==> config.mk <==
export PLATFORM = sky130hd
export DESIGN_NAME = mul_div_unit_flat
export DESIGN_NICKNAME = d
export VERILOG_FILES = /design/src/rtl/mul_div_unit_if.sv /design/src/rtl/mul_div_unit.sv /design/src/flat_wrapper.sv
export SDC_FILE = /design/constraint.sdc
export NUM_CORES = 1
export LEC_CHECK = 0
export ABC_CLOCK_PERIOD_IN_PS = 7800
export CAP_MARGIN = 25
export CORE_MARGIN = 4
export CORE_UTILIZATION = 50
export CTS_CLUSTER_DIAMETER = 30
export DETAILED_ROUTE_END_ITERATION = 8
export PLACE_DENSITY = 0.7
export SETUP_SLACK_MARGIN = 0.4
export SYNTH_ARGS = -nofsm -noshare
export SYNTH_HDL_FRONTEND = slang
export SYNTH_SLANG_ARGS = --single-unit
==> constraint.sdc <==
create_clock -name clk -period 7.8 [get_ports clk]
set_input_delay 1.56 -clock clk [delete_from_list [all_inputs] [get_ports clk]]
set_output_delay 1.56 -clock clk [all_outputs]
set_load 0.05 [all_outputs]
==> src/rtl/mul_div_unit_if.sv <==
// Handshake and operand/result bundle between the core controller and the
// iterative multiply/divide unit.
interface mul_div_unit_if #(
  parameter int WIDTH = 32
);
  logic             start;
  logic [1:0]       op;
  logic [WIDTH-1:0] src_a;
  logic [WIDTH-1:0] src_b;
  logic             busy;
  logic             done;
  logic [WIDTH-1:0] result_lo;
  logic [WIDTH-1:0] result_hi;
  logic             div_by_zero;

  modport master (
    output start, op, src_a, src_b,
    input  busy, done, result_lo, result_hi, div_by_zero
  );

  modport slave (
    input  start, op, src_a, src_b,
    output busy, done, result_lo, result_hi, div_by_zero
  );
endinterface

==> src/rtl/mul_div_unit.sv <==
// Radix-2 iterative multiply/divide unit (UMULL, SMULL, UDIV, SDIV).
// Operands are reduced to magnitudes in PREP, one bit is processed per RUN
// cycle, and signs are restored in FIX.
// Optional build macro MDU_EARLY_EXIT_EN: multiplies leave RUN once the
// remaining multiplier bits are zero, and divide-by-zero skips straight from
// PREP to DONE. Results are identical either way.
module mul_div_unit #(
  parameter int WIDTH = 32
) (
  input logic           clk,
  input logic           reset,
  mul_div_unit_if.slave bus
);

  localparam int CNT_W = $clog2(WIDTH);

  typedef enum logic [2:0] {
    IDLE = 3'd0,
    PREP = 3'd1,
    RUN  = 3'd2,
    FIX  = 3'd3,
    DONE = 3'd4
  } state_t;

  state_t state, state_nxt;

  logic [CNT_W-1:0]          counter;
  logic [1:0]                op_r;
  logic signed [WIDTH-1:0]   a_raw;
  logic [WIDTH-1:0]          b_mag;
  logic [2*WIDTH-1:0]        acc;
  logic [2*WIDTH-1:0]        mcand;
  logic                      sign_res;
  logic                      rem_sign;
  logic                      dbz_r;

  logic                      is_div;
  logic                      is_signed;
  logic                      a_neg;
  logic                      b_neg;
  logic [WIDTH-1:0]          abs_a;
  logic [WIDTH-1:0]          abs_b;
  logic                      run_last;
  logic                      prep_skip;
  logic                      load_res;

  logic [WIDTH:0]            div_shift;
  logic                      div_ge;
  logic [WIDTH-1:0]          rem_sub;
  logic [WIDTH-1:0]          rem_nxt;

  logic [2*WIDTH-1:0]        prod_fix;
  logic [WIDTH-1:0]          quo_fix;
  logic [WIDTH-1:0]          rem_fix;
  logic [WIDTH-1:0]          fix_lo;
  logic [WIDTH-1:0]          fix_hi;

  logic [WIDTH-1:0]          res_lo;
  logic [WIDTH-1:0]          res_hi;
  logic                      res_dbz;

  function automatic logic [WIDTH-1:0] neg_w(input logic [WIDTH-1:0] x);
    return ~x + 1'b1;
  endfunction

  function automatic logic [2*WIDTH-1:0] neg_2w(input logic [2*WIDTH-1:0] x);
    return ~x + 1'b1;
  endfunction

  assign is_div    = op_r[1];
  assign is_signed = op_r[0];

  // Magnitudes for signed ops; the most-negative value maps to its unsigned
  // magnitude, which fits because the datapath works on unsigned operands.
  assign a_neg = is_signed & a_raw[WIDTH-1];
  assign b_neg = is_signed & b_mag[WIDTH-1];
  assign abs_a = a_neg ? neg_w(a_raw) : a_raw;
  assign abs_b = b_neg ? neg_w(b_mag) : b_mag;

  // Restoring divide step: acc holds {remainder, dividend/quotient}.
  assign div_shift = {acc[2*WIDTH-1:WIDTH], acc[WIDTH-1]};
  assign div_ge    = (div_shift >= {1'b0, b_mag});
  assign rem_sub   = div_shift[WIDTH-1:0] - b_mag;
  assign rem_nxt   = div_ge ? rem_sub : div_shift[WIDTH-1:0];

`ifdef MDU_EARLY_EXIT_EN
  logic mplr_rest_zero;
  assign mplr_rest_zero = (b_mag[WIDTH-1:1] == '0);
  assign run_last       = (counter == '0) || (!is_div && mplr_rest_zero);
  assign prep_skip      = is_div && dbz_r;
`else
  assign run_last  = (counter == '0);
  assign prep_skip = 1'b0;
`endif

  assign load_res = (state == FIX) || ((state == PREP) && prep_skip);

  // State register.
  always_ff @(posedge clk) begin
    if (reset) state <= IDLE;
    else       state <= state_nxt;
  end

  // Next-state logic.
  always_comb begin
    state_nxt = state;
    unique case (state)
      IDLE:    if (bus.start) state_nxt = PREP;
      PREP:    state_nxt = prep_skip ? DONE : RUN;
      RUN:     if (run_last) state_nxt = FIX;
      FIX:     state_nxt = DONE;
      DONE:    state_nxt = IDLE;
      default: state_nxt = IDLE;
    endcase
  end

  // Handshake outputs decoded from the registered state only.
  always_comb begin
    bus.busy = 1'b0;
    bus.done = 1'b0;
    unique case (state)
      PREP, RUN, FIX: bus.busy = 1'b1;
      DONE:           bus.done = 1'b1;
      default:        ;
    endcase
  end

  // Iteration counter: WIDTH-1 down to 0 across RUN.
  always_ff @(posedge clk) begin
    if (reset)                             counter <= '0;
    else if (state == PREP)                counter <= CNT_W'(WIDTH - 1);
    else if (state == RUN && counter != 0) counter <= counter - 1'b1;
  end

  // Operand capture, magnitude prep and one shift-add/shift-subtract per RUN cycle.
  always_ff @(posedge clk) begin
    unique case (state)
      IDLE: begin
        if (bus.start) begin
          op_r  <= bus.op;
          a_raw <= bus.src_a;
          b_mag <= bus.src_b;
          dbz_r <= bus.op[1] && (bus.src_b == '0);
        end
      end
      PREP: begin
        acc      <= is_div ? {{WIDTH{1'b0}}, abs_a} : '0;
        mcand    <= {{WIDTH{1'b0}}, abs_a};
        b_mag    <= abs_b;
        sign_res <= a_neg ^ b_neg;
        rem_sign <= a_neg;
      end
      RUN: begin
        if (is_div) begin
          acc <= {rem_nxt, acc[WIDTH-2:0], div_ge};
        end else begin
          if (b_mag[0]) acc <= acc + mcand;
          mcand <= mcand << 1;
          b_mag <= b_mag >> 1;
        end
      end
      default: ;
    endcase
  end

  // Sign correction and divide-by-zero forcing of the final results.
  always_comb begin
    prod_fix = sign_res ? neg_2w(acc) : acc;
    quo_fix  = sign_res ? neg_w(acc[WIDTH-1:0]) : acc[WIDTH-1:0];
    rem_fix  = rem_sign ? neg_w(acc[2*WIDTH-1:WIDTH]) : acc[2*WIDTH-1:WIDTH];
    if (is_div && dbz_r) begin
      fix_lo = '1;
      fix_hi = a_raw;
    end else if (is_div) begin
      fix_lo = quo_fix;
      fix_hi = rem_fix;
    end else begin
      fix_lo = prod_fix[WIDTH-1:0];
      fix_hi = prod_fix[2*WIDTH-1:WIDTH];
    end
  end

  // Result registers: hold until the next operation completes; a new start
  // clears the divide-by-zero flag.
  always_ff @(posedge clk) begin
    if (reset) begin
      res_lo  <= '0;
      res_hi  <= '0;
      res_dbz <= 1'b0;
    end else if (state == IDLE && bus.start) begin
      res_dbz <= 1'b0;
    end else if (load_res) begin
      res_lo  <= fix_lo;
      res_hi  <= fix_hi;
      res_dbz <= is_div && dbz_r;
    end
  end

  assign bus.result_lo   = res_lo;
  assign bus.result_hi   = res_hi;
  assign bus.div_by_zero = res_dbz;

endmodule

==> src/flat_wrapper.sv <==
// flat-port wrapper written by rule: the top's interface ports become plain ports
module mul_div_unit_flat 
#(
  parameter int WIDTH = 32
)
  (clk, reset, bus_start, bus_op, bus_src_a, bus_src_b, bus_busy, bus_done, bus_result_lo, bus_result_hi, bus_div_by_zero);
  mul_div_unit_if #(.WIDTH(WIDTH)) bus_i ();
  input logic clk;
  input logic reset;
  input wire logic [$bits(bus_i.start)-1:0] bus_start;
  input wire logic [$bits(bus_i.op)-1:0] bus_op;
  input wire logic [$bits(bus_i.src_a)-1:0] bus_src_a;
  input wire logic [$bits(bus_i.src_b)-1:0] bus_src_b;
  output wire logic [$bits(bus_i.busy)-1:0] bus_busy;
  output wire logic [$bits(bus_i.done)-1:0] bus_done;
  output wire logic [$bits(bus_i.result_lo)-1:0] bus_result_lo;
  output wire logic [$bits(bus_i.result_hi)-1:0] bus_result_hi;
  output wire logic [$bits(bus_i.div_by_zero)-1:0] bus_div_by_zero;
  assign bus_i.start = bus_start;
  assign bus_i.op = bus_op;
  assign bus_i.src_a = bus_src_a;
  assign bus_i.src_b = bus_src_b;
  assign bus_busy = bus_i.busy;
  assign bus_done = bus_i.done;
  assign bus_result_lo = bus_i.result_lo;
  assign bus_result_hi = bus_i.result_hi;
  assign bus_div_by_zero = bus_i.div_by_zero;
  mul_div_unit #(.WIDTH(WIDTH)) u_core (.clk(clk), .reset(reset), .bus(bus_i));
endmodule
Word-level counts from Yosys, hierarchy flattened

Index checks and enable logic that the tools add are counted.
Widths: inputs -> output; s select.

Add/sub/neg operators: 8
Equality and inequality tests: 9
Mux-type cells: 26
Reductions and logical operators: 19
Order comparisons: 1
Bitwise logic cells: 9

Operators by type and width:

| cell                  | number |
|---|---|
| $mux 32               | 12 |
| $mux 64               | 4 |
| $pmux 64 s2           | 2 |
| $add 32x1->32 const B | 4 |
| $not 32->32           | 4 |
| $pmux 32 s3           | 1 |
| $add 64x1->64 const B | 1 |
| $add 64x64->64        | 1 |
| $not 64->64           | 1 |
| $ge 33x32->1          | 1 |
| $logic_not 32->1      | 1 |
| $sub 32x32->32        | 1 |
| $pmux 3 s4            | 1 |
| $mux 5                | 2 |
| $reduce_and 2->1      | 5 |
| $eq 3x2->1 const B    | 2 |
| $mux 3                | 2 |
| $logic_not 5->1       | 1 |
| $reduce_bool 5->1     | 1 |
| $sub 5x1->5 const B   | 1 |
| $logic_and 1x1->1     | 4 |
| $ne 2x1->1 const B    | 2 |
| $ne 2x2->1 const B    | 2 |
| $reduce_and 4->1      | 1 |
| other kinds (12)      | 15 |

Bits of input ports: 69
Output and inout bits: 67
Register bits after elaboration: 270
Word-level logic and storage cells: 85

Longest topological paths before layout

Gate-level depths: netlist of the first run.

Depth in word-level cells: 5
Gate-level depth with buffers: 15
Depth with buffers taken out: 14

Worst setup path before layout of the first run

OpenSTA, ideal clock, no wires.

Path kind: register -> register
From: register u_core.state[0]
To: register u_core.acc[0] (enable)
Data required time: 7.293 ns
Path buffers: 2
Clock period less this slack: 5.020 ns
Arrival: 4.513 ns
Setup time: 0.507 ns
Stages on the path, launching flop included: 6
Setup slack: 2.780 ns
Path through: dfxtp_1 clkbuf_1 nor3_1 nor2_1 clkbuf_1 a21oi_1

Word-level cells in the longest chain between the ends: 3
Elaborated cells between the ends (all ways): 5
Those cells by class: 3 x eq/ne; 2 x reduce/logical

Ends and longest elaborated chain:

| item                                                                    | line                | RTL |
|---|---|---|
| start: declaration                                                      | mul_div_unit.sv:25  | `state_t state, state_nxt;` |
| start signal: assignment                                                | mul_div_unit.sv:101 | `else state <= state_nxt;` |
| $eq 3x2->1 / $eq 3x1->1 (equally long branches)                         | --                  |  |
| $ne 3x1->1 (no source line) / $reduce_bool 2->1 (equally long branches) | --                  |  |
| $reduce_and 2->1 (no source line) (*)                                   | --                  |  |
| end signal: assignment                                                  | mul_div_unit.sv:147 | `acc <= is_div ? {{WIDTH{1'b0}}, abs_a} : '0;` |
| end signal: assignment                                                  | mul_div_unit.sv:155 | `acc <= {rem_nxt, acc[WIDTH-2:0], div_ge};` |
| end signal: assignment                                                  | mul_div_unit.sv:157 | `if (b_mag[0]) acc <= acc + mcand;` |
| end: declaration                                                        | mul_div_unit.sv:31  | `logic [2*WIDTH-1:0] acc;` |

Mark *: on every way between the ends. The rest lies on a longest branch, timed or not.
A chain may end at the register's enable or synchronous reset.

Worst setup path after layout of the first run

From: register u_core.acc[50]
To: register u_core.acc[60], data pin

Word-level cells in the longest chain between the ends: 4
Elaborated cells between the ends (all ways): 7
Those cells by class: 2 x add/sub; 1 x order compare; 4 x mux

Ends and longest elaborated chain:

| item                                         | line                                    | RTL |
|---|---|---|
| $add 64x64->64, or another cell as far along | mul_div_unit.sv:157                     |  |
| $mux 64 / $mux 32 (equally long branches)    | mul_div_unit.sv:157, mul_div_unit.sv:84 |  |
| $mux 64 (*)                                  | mul_div_unit.sv:154                     | `if (is_div) begin` |
| $pmux 64 s2 (*)                              | mul_div_unit.sv:137                     | `unique case (state)` |

Mark *: on every way between the ends. The rest lies on a longest branch, timed or not. The select of a mux whose other input is x is not followed.

==> Implementation_results.wiki, run 1 <==
{| class="wikitable"
! Metric !! Value
|-
| Total global-route track usage || 31.8%
|-
| R2r endpoint || u_core.acc[60]$_SDFFCE_PN0P_
|-
| Reg area || 0.00738 sq mm
|-
| Adder-Cell Fraction of Synth Area || 6.74%
|-
| Max Clock Skew || 0.0268 ns
|-
| Pwr Density || 367 mW/mm^2
|-
| Placed insts || 2737
|-
| Critical Path Sink Type || flop
|-
| Post-Synth Simple-Gate Area || 16.8%
|-
| Antenna violation net count after detailed routing || 0
|-
| Wire length of the first global-routing pass || 104 mm
|-
| Fill cell instance count of the final layout || 3290
|-
| Max clock buf depth || 3
|-
| Nets in the synthesized netlist || 2361
|-
| Syn avg cell area || 8.83 sq um
|-
| P&R area growth vs syn || 21.9%
|-
| Number of register bits inferred by synthesis || 270
|-
| I/O pin total || 136
|-
| Clock H-tree levels || 3
|-
| CTS tree || done
|-
| Flop-to-flop setup slack || 3.13 ns
|-
| Initial Util || 51.0%
|-
| Most instantiated cells after synthesis || 197 x edfxtp_1, 177 x o21ai_0, 173 x nand2_1
|-
| RSZ-0062 raised after global routing || false
|-
| Port-buffer cells || 135
|-
| CTS Buf Count || 74
|-
| Number of DRC violations after detailed routing || 0
|-
| CP Max Fanout || 29
|-
| Count of flip-flops with a built-in enable after synthesis || 197
|-
| WHS Path Cells || 2
|-
| FF-to-FF Start || u_core.acc[50]$_SDFFCE_PN0P_
|-
| Clock root buffer || clkbuf_16
|-
| Post-synthesis cell count || 2189
|-
| Hold Buf Count CTS || 0
|-
| Worst slew margin relative to its limit || 28.6%
|-
| Final nets || 2474
|-
| Type of the tightest min-delay check || flop to flop
|-
| Type of origin of the critical path || flop
|-
| Standard-cell rows || 71
|-
| Gates resized, CTS repair || 0
|-
| Number of global-route vias before repair || 17900
|-
| Wirelength per Cell || 23.9 um
|-
| Die Width || 205 um
|-
| Worst-case hold path end point || u_core.bus.result_hi[17]$_SDFFE_PP0P_
|-
| Number of different library cells in the post-synthesis netlist || 71
|-
| Startpoint of the lowest-slack hold path || u_core.bus.result_hi[17]$_SDFFE_PP0P_
|-
| Post-synth top area share || 30.6%
|-
| Final number of setup-violating endpoints || 0
|-
| DIE AREA || 0.0419 sq mm
|-
| Worst ir drop on vdd || 0.217 mV
|-
| Average vias per placed instance || 6.42
|-
| Final min period || 4.67 ns
|-
| Leakage || 8.98 nW
|-
| Final cell count without fillers || 2873
|-
| Postcts setup bufs || 0
|-
| Class of the most critical setup path || flop to flop
|-
| Top post-synthesis cells by area || edfxtp_1 31%, dfxtp_1 7.6%, ha_1 6.5%
|-
| Core region area || 0.0379 sq mm
|-
| Number of DRC markers after the initial detailed-route iteration || 1772
|-
| Setup crit start || u_core.acc[50]$_SDFFCE_PN0P_
|-
| Final global-route overflow total || 0
|-
| Worst reg-to-reg path cell count || 11
|-
| Clock-pin slew on the worst setup and hold paths || 0.04 ns
|-
| Crit path DAT || 5.01 ns
|-
| Mux share of post-synthesis cell area || 1.29%
|-
| Die Span Y || 205 um
|-
| Total half-perimeter wirelength after legalization and detailed placement || 49.5 mm
|-
| Summed area of non-filler cells in the final layout || 0.0236 sq mm
|-
| Worst-skew pair later-pin latency || 0.60 ns
|-
| Share of final-layout standard cells stronger than drive strength 1 || 7.49%
|-
| Post-route clock period utilization || 59.9%
|-
| Initial antenna violation count || 0
|-
| Antenna Cells || 0
|-
| Status || completed
|-
| Final wirelength || 68.7 mm
|-
| Commonest register cell after synthesis || edfxtp_1
|-
| Highest clock frequency the design can meet || 0.214 GHz
|-
| Hold violation count in the final report || 0
|-
| Share of async-settable or async-resettable flops after synthesis || 0%
|-
| Total power draw || 8.64 mW
|-
| Max-slew violation count || 0
|-
| Critical path data required time || 8.13 ns
|-
| Combinational family with the most area after synthesis || compound AO/OA/AOI/OAI gates
|-
| Parity-gate share of the synthesized area counting xor and xnor cells || 9.02%
|-
| Yosys synthesis warning count || 0
|-
| TritonCTS Sinks || 270
|-
| Placed Area || 0.0211 sq mm
|-
| Drt pass-1 iters || 6
|-
| Area leader, netlist || edfxtp_1
|-
| Tightest Pin Transition || 1.06 ns
|-
| Part of the Yosys area used for sequential elements || 38.2%
|-
| Largest net degree at the start of global routing || 74
|-
| Number of max-cap violations || 0
|-
| Total negative slack for setup checks || 0 ns
|-
| Via count || 18400
|-
| Combined area of the multi-input logic cells || 0.0112 sq mm
|-
| Compound-gate portion of the synthesized area || 24.0%
|-
| Placer Congestion || 0.974
|-
| Most common cell in the synthesized netlist || edfxtp_1
|-
| Netlist area before placement || 0.0193 sq mm
|}
-- cell type report --
class                           count  share of cell area, %
Timing Repair Buffer              159                   6.48
Clock inverter                     38                   1.62
Inverter                           81                   1.29
Multi-Input combinational cell   1716                   47.6
Sequential cell                   270                   31.3
Clock buffer                       98                   8.99
Tap cell                          511                   2.71
-- how the worst max path moves through the flow --
| stage | end | cells after the start |
|---|---|---|
| after floorplan | u_core.acc[0]$_DFFE_PP_ | 5 |
| after global placement | u_core.acc[0]$_DFFE_PP_ | 11 |
| after detailed placement | u_core.acc[60]$_SDFFCE_PN0P_ | 11 |
| after CTS | u_core.acc[60]$_SDFFCE_PN0P_ | 11 |
| after global routing | u_core.acc[60]$_SDFFCE_PN0P_ | 11 |
| final | u_core.acc[60]$_SDFFCE_PN0P_ | 11 |
-- registers in the layout, summed over array words and instances (netlist names) --
register	cells
u_core.state	3
u_core.sign_res	1
u_core.acc	64
u_core.mcand	64
u_core.rem_sign	1
u_core.a_raw	32
u_core.dbz_r	1
u_core.b_mag	32
u_core.op_r	2
u_core.counter	5
u_core.bus.result_hi	32
u_core.bus.div_by_zero	1
u_core.bus.result_lo	32
-- worst max-delay path, stage by stage, from the launching register on --
cell	delay [ns]
edfxtp_1	0.58
ha_1	0.54
nand4_1	0.18
nor4_1	0.41
a21oi_1	0.12
o211ai_1	0.16
o2111a_1	0.25
o21ai_0	0.13
a21oi_1	0.59
or2_2	0.81
o21ai_0	0.35
a31o_2	0.29
-- placed cells by master, fill, tap and decap left out, types with 8 or more instances in the layout --
master / instances
nand2_1: 171
clkbuf_1: 12
o22ai_1: 45
buf_4: 24
a22oi_1: 29
edfxtp_1: 197
nor3_1: 52
o21bai_1: 20
nor2b_1: 16
o31ai_1: 23
a211oi_1: 55
a21oi_1: 164
inv_1: 81
nand2b_1: 15
xnor2_1: 125
o211ai_1: 24
nand4_1: 35
nor4_1: 24
clkbuf_16: 79
xor2_1: 74
dfxtp_1: 73
or4_1: 17
inv_6: 21
clkdlybuf4s50_1: 134
a311oi_1: 16
and2_1: 14
a21o_1: 47
or3_1: 26
nor2_1: 168
nand3_1: 37
a31oi_1: 29
and3_1: 44
o41ai_1: 9
mux2i_1: 25
ha_1: 101
o21a_1: 41
nand3b_1: 8
o21ai_0: 177
-- stage by stage --
step	util (%)	setup WS (ns)	hold WS (ns)
6_report	62.1	3.13	0.453
5_1_grt	62.1	2.94	0.475
4_1_cts	62.1	3.31	0.454
3_5_place_dp	55.5	3.34	0.451
3_3_place_gp	55.5	3.39	0.447
2_1_floorplan	-	2.78	0.528
-- report_power, final --
part           leakage (nW)  switching [mW]  internal (mW)  total [mW]
clock network          1.23           0.999           2.03        3.03
logic                  5.27            2.10           1.25        3.34
registers              2.48           0.362           1.90        2.26
total                  8.98            3.46           5.18        8.64
-- per-layer routing --
| layer | vias up | GRT usage, % | wire length [um] |
|---|---|---|---|
| met1 | 8881 | 39.9 | 27100 |
| met4 | 0 | 14.9 | 3320 |
| li1 | 8487 | - | - |
| met3 | 188 | 5.43 | 4920 |
| met5 | - | 0 | 0 |
| met2 | 882 | 53.5 | 33300 |
-- cell families (layout without fill, tap and decap cells) --
| logic type | count (synthesis) | after routing |
|---|---|---|
| and+or+nand+nor | 660 | 660 |
| buffers and inverters | 203 | 376 |
| adders and majority gates | 103 | 103 |
| DFF | 270 | 270 |
| xor gates and xnor gates | 199 | 199 |
| muxes | 25 | 25 |
| AOI/OAI and AO/OA | 729 | 729 |
(Power assumes the default switching activity.)
==> inputs of run 2 (changes only) <==
ABC_CLOCK_PERIOD_IN_PS = 4000   (was 7800)
PLACE_DENSITY = 0.72   (was 0.7)
clock period = 4 ns   (was 7.8 ns; I/O delays follow)
==> Implementation_results.wiki, run 2 (same netlist as run 1, synthesis figures left out) <==
{| class="wikitable"
! Metric !! Value
|-
| Status || completed
|-
| Startpoint of the lowest-slack hold path || u_core.bus.result_hi[17]$_SDFFE_PP0P_
|-
| WHS Path Cells || 2 (unchanged)
|-
| Wirelength per Cell || 23.4 um (-2.1%)
|-
| Fill cell instance count of the final layout || 3124 (-5.0%)
|-
| R2r endpoint || u_core.acc[57]$_SDFFCE_PN0P_
|-
| Core region area || 0.0379 sq mm (unchanged)
|-
| Worst slew margin relative to its limit || 29.9% (+1.3 points)
|-
| Critical path data required time || 4.32 ns (-3.81 ns)
|-
| Cell internal pwr || 10.4 mW (+100%)
|-
| Total global-route track usage || 32.0% (+0.22 points)
|-
| RSZ-0062 raised after global routing || true
|-
| Max clock buf depth || 3 (unchanged)
|-
| Via count || 18700 (+1.6%)
|-
| Flop-to-flop setup slack || 0.35 ns (-2.78 ns)
|-
| Type of origin of the critical path || flop
|-
| TritonCTS Sinks || 270 (unchanged)
|-
| Critical path's slowest cell || edfxtp_1
|-
| Reported net switching power || 6.75 mW (+95%)
|-
| Number of DRC markers after the initial detailed-route iteration || 1618 (-8.7%)
|-
| Class of the most critical setup path || flop to flop
|-
| Leading registers by flop count || u_core.acc x64, u_core.mcand x64
|-
| Max Clock Skew || 0.0304 ns (+0.00359 ns)
|-
| Final number of setup-violating endpoints || 0 (unchanged)
|-
| Final-layout worst hold slack || 0.461 ns (+0.00805 ns)
|-
| Cell-by-cell listing of the critical path || ha_4, nand4_1, nor4_4, o211ai_1, nand4_1, o21ai_1, buf_4, o211ai_1, a31oi_1, buf_4, o21bai_1, xnor2_1, o22ai_1
|-
| Reg area || 0.00738 sq mm (unchanged)
|-
| Type of the tightest min-delay check || flop to flop
|-
| CP Max Fanout || 5 (-83%)
|-
| Worst path bufs/invs || 2 (+2)
|-
| Max-slew violation count || 0 (unchanged)
|-
| Hold Buf Count CTS || 0 (unchanged)
|-
| Cell family with most CP delay || compound AO/OA/AOI/OAI gates
|-
| CP max stage delay || 0.47 ns (-0.34 ns)
|-
| Highest clock frequency the design can meet || 0.274 GHz (+28%)
|-
| Antenna violation net count after detailed routing || 0 (unchanged)
|-
| Port-buffer cells || 135 (unchanged)
|-
| Number of global-route vias before repair || 18000 (+0.96%)
|-
| Drt pass-1 iters || 6 (unchanged)
|-
| CTS tree || done
|-
| Die Width || 205 um (unchanged)
|-
| FF-to-FF Start || u_core.acc[15]$_DFFE_PP_
|-
| Critical Path Sink Type || flop
|-
| Pwr Density || 700 mW/mm^2 (+91%)
|-
| Part of the power in the clock network || 33.1% (-2.0 points)
|-
| P&R area growth vs syn || 27.1%
|-
| Worst-skew pair later-pin latency || 0.61 ns (about the same)
|-
| Setup crit start || u_core.acc[15]$_DFFE_PP_
|-
| Total power draw || 17.2 mW (+99%)
|-
| Combined area of the multi-input logic cells || 0.0115 sq mm (+2.8%)
|-
| Die Span Y || 205 um (unchanged)
|-
| Leading cell type in the layout, fill and taps excluded || edfxtp_1
|-
| Total half-perimeter wirelength after legalization and detailed placement || 50.4 mm (+2.0%)
|-
| Clock root buffer || clkbuf_16
|-
| Leading cell types in the layout, fill and taps excluded || 197 x edfxtp_1, 171 x nand2_1, 171 x o21ai_0
|-
| Hold violation count in the final report || 0 (unchanged)
|-
| Average vias per placed instance || 6.31 (-1.7%)
|-
| Initial antenna violation count || 0 (unchanged)
|-
| Switching part of the total power || 39.3% (-0.76 points)
|-
| Worst-case hold path end point || u_core.bus.result_hi[17]$_SDFFE_PP0P_
|-
| Placer Congestion || 1.02 (+4.7%)
|-
| DIE AREA || 0.0419 sq mm (unchanged)
|-
| CTS Buf Count || 72 (-2.7%)
|-
| Number of DRC violations after detailed routing || 0 (unchanged)
|-
| Worst reg-to-reg path cell count || 13 (+2)
|-
| Worst ir drop on vdd || 0.425 mV (+96%)
|-
| Final nets || 2570 (+3.9%)
|-
| Antenna Cells || 0 (unchanged)
|-
| Final wirelength || 69.4 mm (+1.1%)
|-
| Final min period || 3.65 ns (-1.02 ns)
|-
| Number of max-cap violations || 0 (unchanged)
|-
| Leakage || 9.42 nW (+4.8%)
|-
| Part of the power in combinational logic || 41.9% (+3.2 points)
|-
| Cell depth of the worst setup path || 13 (+2)
|-
| Share of total power in sequential cells || 25.0% (-1.2 points)
|-
| Standard-cell rows || 71 (unchanged)
|-
| Clock-pin slew on the worst setup and hold paths || 0.05 ns (about the same)
|-
| Total negative slack for setup checks || 0 ns (unchanged)
|-
| Post-route clock period utilization || 91.2% (+31 points)
|-
| Tightest Pin Transition || 1.05 ns (-0.00780 ns)
|-
| Final global-route overflow total || 0 (unchanged)
|-
| I/O pin total || 136 (unchanged)
|-
| Initial Util || 51.0% (unchanged)
|-
| Clock H-tree levels || 3 (unchanged)
|-
| Crit path DAT || 3.97 ns (-1.04 ns)
|-
| Wire length of the first global-routing pass || 104 mm (+0.25%)
|-
| Share of final-layout standard cells stronger than drive strength 1 || 12.7% (+5.3 points)
|-
| Largest net degree at the start of global routing || 65 (-12%)
|}
==> run 2: cell types whose count changed in the layout (fill, tap and decap cells not counted), sizes merged <==
cell,delta
clkinv,+8
inv,-13
clkinvlp,+6
bufinv,+4
buf,+98
clkbuf,-9
==> run 2: worst max-delay path by stage <==
stage,to,slack [ns]
2_1_floorplan,u_core.acc[0]$_DFFE_PP_,0.41
3_3_place_gp,u_core.acc[63]$_SDFFCE_PN0P_,-0.21
3_5_place_dp,u_core.acc[63]$_SDFFCE_PN0P_,-0.18
4_1_cts,u_core.acc[63]$_SDFFCE_PN0P_,0.36
5_1_grt,u_core.acc[55]$_SDFFCE_PN0P_,0.36
6_report,u_core.acc[57]$_SDFFCE_PN0P_,0.35
==> run 2: worst register-to-register path: stages (launching register included) <==
cell      delay (ns)
edfxtp_1        0.47
ha_4            0.35
nand4_1         0.24
nor4_4          0.43
o211ai_1        0.30
nand4_1         0.28
o21ai_1         0.11
buf_4           0.16
o211ai_1        0.27
a31oi_1         0.12
buf_4           0.17
o21bai_1        0.17
xnor2_1         0.18
o22ai_1         0.12
==> run 2: stage by stage <==
stage	setup WS (ns)	area [sq um]	cells	utilization [%]
3_3_place_gp	-0.214	21400	2774	56.4
2_1_floorplan	0.407	19300	2189	-
6_report	0.352	24600	2967	64.8
4_1_cts	0.358	24000	2919	63.4
5_1_grt	0.358	24600	2967	64.8
3_5_place_dp	-0.181	21400	2774	56.4
==> run 2: layout make-up <==
type / instances / share of cell area [%]
Sequential cell: 270 / 30.0
Clock buffer: 89 / 7.84
Clock inverter: 43 / 1.90
Timing Repair Buffer: 257 / 9.46
Multi-Input combinational cell: 1716 / 46.9
Inverter: 81 / 1.24
Tap cell: 511 / 2.60
==> run 2: layer usage <==
| layer | GRT usage, % | up-vias | share of wire (%) |
|---|---|---|---|
| met1 | 39.1 | 8969 | 39 |
| met2 | 55.5 | 881 | 49 |
| li1 | - | 8654 | - |
| met5 | 0 | - | 0 |
| met3 | 6.00 | 221 | 7.6 |
| met4 | 13.4 | 0 | 4.7 |
==> run 2: power by group through the flow <==
stage	clock network, mW	logic [mW]	registers, mW
after floorplan	0	4.56	4.25
after global placement	0	6.52	4.34
after detailed placement	0	6.57	4.35
after CTS	5.73	6.75	4.31
after global routing	5.90	7.79	4.33
final	5.69	7.21	4.29
==> run 2: repair_timing <==
item                       in CTS  in global routing
setup endpoints to repair      37                 43
buffers inserted               13                 48
gates resized for setup        27                 40
pin swaps                       7                 13
